**src/rtl/mult_hilo_unit.sv**
```systemverilog
// Iterative unsigned shift-add multiplier with HI/LO result registers.
// It holds the pipeline through stall while a product is still being formed.
//
//    state | meaning
//    ------+----------------------------------------------------------
//    IDLE  | waiting for mult_enable; HI/LO hold the last product
//    RUN   | one partial-product step per cycle, WIDTH cycles in all
//    DONE  | HI/LO were updated on the previous edge; a restart is allowed here
module mult_hilo_unit #(
   parameter int WIDTH = 32
) (
   input  logic             clk,
   input  logic             rst_n,
   input  logic             mult_enable,
   input  logic [WIDTH-1:0] rs_data,
   input  logic [WIDTH-1:0] rt_data,
   input  logic             sfmux_high,
   input  logic             sf2reg,
   output logic [WIDTH-1:0] sf_out,
   output logic             busy,
   output logic             done,
   output logic             stall
);

   localparam int CW = (WIDTH > 1) ? $clog2(WIDTH) : 1;
   localparam logic [CW-1:0] COUNT_INIT = CW'(WIDTH - 1);

   typedef enum logic [1:0] {
      IDLE = 2'd0,
      RUN  = 2'd1,
      DONE = 2'd2
   } state_t;

   state_t             state;
   logic [WIDTH-1:0]   hi;
   logic [WIDTH-1:0]   lo;
   logic [CW-1:0]      count;
   logic [2*WIDTH-1:0] acc;
   logic [2*WIDTH-1:0] mcand;
   logic [WIDTH-1:0]   mplr;
   logic [2*WIDTH-1:0] sum;
   logic               busy_q;
   logic               done_q;

   always_comb begin
      sum = acc;
      if (mplr[0]) sum = acc + mcand;
   end

   always_ff @(posedge clk or negedge rst_n) begin
      if (!rst_n) begin
         state  <= IDLE;
         hi     <= '0;
         lo     <= '0;
         count  <= '0;
         acc    <= '0;
         mcand  <= '0;
         mplr   <= '0;
         busy_q <= 1'b0;
         done_q <= 1'b0;
      end else begin
         case (state)
            IDLE: begin
               done_q <= 1'b0;
               if (mult_enable) begin
                  mcand  <= {{WIDTH{1'b0}}, rs_data};
                  mplr   <= rt_data;
                  acc    <= '0;
                  count  <= COUNT_INIT;
                  state  <= RUN;
                  busy_q <= 1'b1;
               end
            end
            RUN: begin
               acc   <= sum;
               mcand <= mcand << 1;
               mplr  <= mplr >> 1;
               // HI and LO change together, only on the last step.
               if (count == '0) begin
                  hi     <= sum[2*WIDTH-1:WIDTH];
                  lo     <= sum[WIDTH-1:0];
                  state  <= DONE;
                  busy_q <= 1'b0;
                  done_q <= 1'b1;
               end else begin
                  count <= count - 1'b1;
               end
            end
            DONE: begin
               done_q <= 1'b0;
               if (mult_enable) begin
                  mcand  <= {{WIDTH{1'b0}}, rs_data};
                  mplr   <= rt_data;
                  acc    <= '0;
                  count  <= COUNT_INIT;
                  state  <= RUN;
                  busy_q <= 1'b1;
               end else begin
                  state <= IDLE;
               end
            end
            default: begin
               state  <= IDLE;
               busy_q <= 1'b0;
               done_q <= 1'b0;
            end
         endcase
      end
   end

   assign busy   = busy_q;
   assign done   = done_q;
   assign stall  = busy_q & (sf2reg | mult_enable);
   assign sf_out = sfmux_high ? hi : lo;

endmodule

```
**config.mk**
```make
export PLATFORM = sky130hd
export DESIGN_NAME = mult_hilo_unit
export DESIGN_NICKNAME = d
export VERILOG_FILES = /design/src/rtl/mult_hilo_unit.sv
export SDC_FILE = /design/constraint.sdc
export NUM_CORES = 1
export LEC_CHECK = 0
export BUFFER_PORTS_ARGS = -buffer_cell sky130_fd_sc_hd__buf_2
export CAP_MARGIN = 10
export CORE_MARGIN = 3
export CORE_UTILIZATION = 60
export DETAILED_ROUTE_END_ITERATION = 7
export PLACE_DENSITY = 0.8
export SLEW_MARGIN = 30
export SYNTH_ARGS = -nofsm -noshare
export SYNTH_HDL_FRONTEND = slang
export SYNTH_SLANG_ARGS = --single-unit
```
**constraint.sdc**
```tcl
create_clock -name clk -period 3.8 [get_ports clk]
set_input_delay 0.57 -clock clk [delete_from_list [all_inputs] [get_ports clk]]
set_output_delay 0.57 -clock clk [all_outputs]
set_load 0.02 [all_outputs]
```
[Yosys cells after proc, flatten, opt, wreduce, memory -nomap -nowiden]
Index checks and enable logic that the tools add are counted.
Word-level totals
  word-level logic and storage cells: 48
  register bits: 233
Cells by class
  reductions and logical operators: 9
  equal/unequal tests: 6
  bitwise operators: 2
  muxes and demuxes: 20
  add/sub/neg operators: 2
Operators by type and width (count)
  64-bit one-hot mux with 2 select lines: 2
  64-bit 2-to-1 mux: 3
  64-bit adder: 1
  32-bit 2-to-1 mux: 2
  32-bit one-hot mux with 2 select lines: 1
  5-bit 2-to-1 mux: 2
  5-bit one-hot mux with 2 select lines: 1
  2-bit AND reduction: 4
  2-bit inequality test (second input constant): 3
  2-bit one-hot mux with 3 select lines: 1
  5-bit logical NOT: 1
  1-bit 2-to-1 mux: 5
  5-bit by 1-bit subtractor with 5-bit output (second input constant): 1
  2-bit 2-to-1 mux: 2
  3-bit AND reduction: 1
  2-bit by 1-bit == test with 1-bit output (second input constant): 1
  2-bit == test (second input constant): 1
  2-bit logical NOT: 1
  2-bit by 1-bit inequality test with 1-bit output (second input constant): 1
  1-bit one-hot mux with 2 select lines: 1
  2-bit nonzero test: 1
  2-bit OR reduction: 1
  1-bit AND: 1
  1-bit OR: 1

[Depth between registers and ports, before layout]
  depth in word-level cells: 4
  mapped depth: 13
  mapped depth without buffers: 13

[Worst setup path after synthesis]
No wires, ideal clock.
  path kind: register to register
  start point: register acc[0]
  end point: register hi[4]
  cell stages (with the launch flop): 14
  clock period less this slack: 2.890 ns
  arrival time: 2.765 ns
  slack: 0.910 ns
  data required time: 3.675 ns
  buffers on the path: 0
  cell sequence: dfrtp_1 > ha_1 > inv_1 > fa_1 > nor2b_1 > o211ai_1 > a21oi_1 > nor2_1 > o41ai_4 > a31oi_1 > o221ai_1 > xnor2_1 > o21ai_1 > mux2_2
On the way
  longest elaborated chain between the ends: 2
Ends and longest elaborated chain
  from (decl): RTL line 38  | logic [2*WIDTH-1:0] acc;
  from (signal assigned): RTL line 75  | acc <= sum;
  64-bit adder: RTL line 47  | if (mplr[0]) sum = acc + mcand;
  64-bit 2-to-1 mux: RTL line 47
  to (signal assigned): RTL line 80  | hi <= sum[2*WIDTH-1:WIDTH];
  to (decl): RTL line 35  | logic [WIDTH-1:0] hi;
No other way between the ends.
A chain may end at the register's enable or synchronous reset.

[Worst setup path in the final report]
  start point: register acc[6]
  end point: register hi[30]
The elaborated chain is that of the path after synthesis.

==> metrics.txt <==
Synth Area per Inst=9.28 µm²; layer with the highest usage=met2; Worst R2R Setup Slack=0.32 ns; Place WS=0.426 ns; die area=24800 µm²; Synth Area in Adders=6.05%; synth unique cells=73; Post-Synth XOR/XNOR Area=3.88%; routed wire length=38900 µm; vias post-DR=11.9k; utilization after layout=69.6%; Synth area leader=dfrtp_1; antenna cells=0; Max-Cap Viols=0; Fin Hold WS=0.271 ns; residual DRC count=0; multi-input logic area=7470 µm²; Final period util=91.5%; core area=22200 µm²; Post-synth ARST share=100%; die width=158 µm; GPL Wtd Cong=0.988; reg2reg end=hi[30]$_DFFE_PN0P_; peak supply drop=0.585 mV; mapped cell area=13800 µm²; Critical Path End=hi[30]$_DFFE_PN0P_; Worst Setup SP=acc[6]$_DFFE_PN0P_; vias per cell=6.47; Num CTS Buffers=26; main combinational cell family by area after synthesis=compound AO/OA/AOI/OAI gates; Max Slew Vio Count=0; leakage=7.38 nW; DPL Wire Length=27600 µm; Hold WC Path Type=input port to flip-flop; fin nets=1675; CTS tree=yes; met3 usage=5.20%; Post-synth EDFFs=0; PD cells=974 nW/µm²; sequential share of the synthesized area=42.3%; clk_skew=0.0312 ns; mux cell area share after synthesis=9.02%; Root Driver=clkbuf_16; std cell rows=54; H-tree depth=1; CP Data Required Time=4.17 ns; overall power=15.0 mW; predominant post-synthesis flop cell=dfrtp_1; CTS max path bufs=3; Post-CTS Resized=0; die height=158 µm; worst-path fanout max=5; initial antenna violation count=0; Setup-failing EPs final=0; latest clock arrival within the worst-skew pair=0.55 ns; Reg2Reg Launch Point=acc[6]$_DFFE_PN0P_; TritonRoute pass-1 iters=8; met1 Usage GRT=43.0%; register clock-pin slew on the reported worst setup and hold paths=0.06 ns; Reg area=5840 µm²; status=finished, final reports clean; Worst-Margin Slew=0.950 ns; Synth Area in Compound Gates=21.9%; PortBufs=103; Syn-to-layout area delta=11.9%; Yosys Warn Count=0; largest cells by area after synthesis=dfrtp_1, o21ai_0, mux2i_1; smallest setup slack after layout=0.323 ns; met2 track demand over resource=50.4%; Crit Path Class=flip-flop to flip-flop; Final Critical Period=3.48 ns; wire length per cell=21.1 µm; nature of the critical path endpoint=flip-flop; crit path launch type=flip-flop; Filler Cells Inserted=1722; Tot GR Track Use=31.7%; Non-Filler Instances=1840; # IOs=104; Max Clk Rate=288 MHz; proportion of layout cells with a drive suffix above 1=14.2%; antenna viol nets, final=0; fin area=15400 µm²; Synth Area in Simple Gates=13.2%; post-synthesis register bit count=233; Critical Path AT=3.85 ns; setup TNS=0 ns; Synth Instances=1485; RSZ-0062 raised after global routing=no; CTS Sinks=233; first-pass GRT wire length=63000 µm; Inst Count DP=1791; endpoints failing hold=0; worst reg-to-reg path cell count=11; initial DRC count=1032; Slew headroom=36.6%; number of global-route vias before repair=11.8k; GRT overflow=0; placement-stage cell area=14500 µm²; pin count of the biggest net entering global routing=90; Synth Net Count=1620; Yosys top cell area share=42.3%; initial cell density of the core=62.2%
worst min path at each step:
stage / start / to / cells after the start
6_report: rs_data[0] / mcand[0]$_DFFE_PN0P_ / 2
5_1_grt: rs_data[0] / mcand[0]$_DFFE_PN0P_ / 2
4_1_cts: rt_data[31] / mplr[31]$_DFFE_PN0P_ / 2
3_5_place_dp: lo[11]$_DFFE_PN0P_ / lo[11]$_DFFE_PN0P_ / 2
3_3_place_gp: lo[14]$_DFFE_PN0P_ / lo[14]$_DFFE_PN0P_ / 2
2_1_floorplan: rst_n / acc[0]$_DFFE_PN0P_ / 0
layout by cell type, fill, tap and decap left out, types with 9 or more instances in the layout:
cell	n
nand3_1	59
mux2i_1	87
o21ai_1	20
o211ai_1	12
clkbuf_16	26
nor3_1	15
a31oi_1	10
ha_1	65
xor2_1	26
and3_1	18
mux2_2	33
o21ai_0	180
nor2b_1	9
o21a_1	21
buf_2	102
a22o_1	38
a21o_1	30
xnor2_1	35
dfrtp_1	231
o21bai_1	19
a21oi_1	96
nor2_1	45
inv_1	23
nand2_1	200
nand4_1	20
buf_4	16
layer usage:
layer / vias to the layer above / routed length (µm)
li1: 5496 / -
met1: 5795 / 16200
met5: - / 0
met4: 0 / 1950
met2: 505 / 17900
met3: 107 / 2790
area by class of cell:
class	count	share of cell area, %
clock buffer	37	4.94
inverter	25	0.609
sequential	233	37.9
clock inverter	11	0.958
tap	280	2.27
multi-input combinational	1129	48.5
timing repair buffer	125	4.90
power breakdown:
part | switching (mW) | internal, mW
Sequential | 0.968 | 3.60
Combinational | 4.82 | 2.97
Clock | 1.05 | 1.60
synthesized netlist by cell type (4+ instances only):
cell type,instances
a22o_1,38
o21a_1,21
dfrtp_1,233
and4_1,4
o211ai_1,12
a221oi_1,5
mux2_2,33
a31oi_1,10
and2_1,7
o21ai_1,20
nor2b_1,10
buf_1,14
and3_1,18
o21bai_1,19
buf_2,10
nor2_1,46
a21oi_1,96
nor3_1,15
ha_1,65
nand2b_1,4
a21o_1,30
inv_1,23
a211oi_1,6
nand4_1,20
clkbuf_1,70
a211o_1,4
mux2i_1,87
xor2_1,26
o21ai_0,180
nand2_1,202
nand3_1,59
xnor2_1,35
logic make-up (layout without fill, tap and decap cells):
logic type               Yosys count  count (layout)
adder cells (fa/ha/maj)           66              66
AO/OA/AOI/OAI                    483             483
AND/OR/NAND/NOR                  399             399
flip-flops                       233             233
XOR/XNOR                          61              61
multiplexers                     120             120
buffers and inverters            123             198
worst max-delay path: stages (launching register included):
cell	delay [ns]
dfrtp_1	0.41
ha_1	0.38
and4_1	0.26
a221oi_1	0.29
o21ai_1	0.14
o21ai_1	0.50
a21oi_1	0.19
a21oi_1	0.35
o31a_1	0.27
nor3_1	0.06
a311oi_1	0.34
o21ai_0	0.14
flip-flops by register name, indices dropped and copies added (netlist names), 2 cells and up:
| signal | flops |
|---|---|
| acc | 64 |
| mcand | 64 |
| hi | 32 |
| lo | 32 |
| mplr | 32 |
| count | 5 |
| state | 2 |
timing repair:
action                                 in CTS  in global routing
setup buffers                               0                  0
endpoints found under the hold margin       6                  0
hold buffers                                1                  0
No activity file was read; power rests on OpenSTA's default activity.
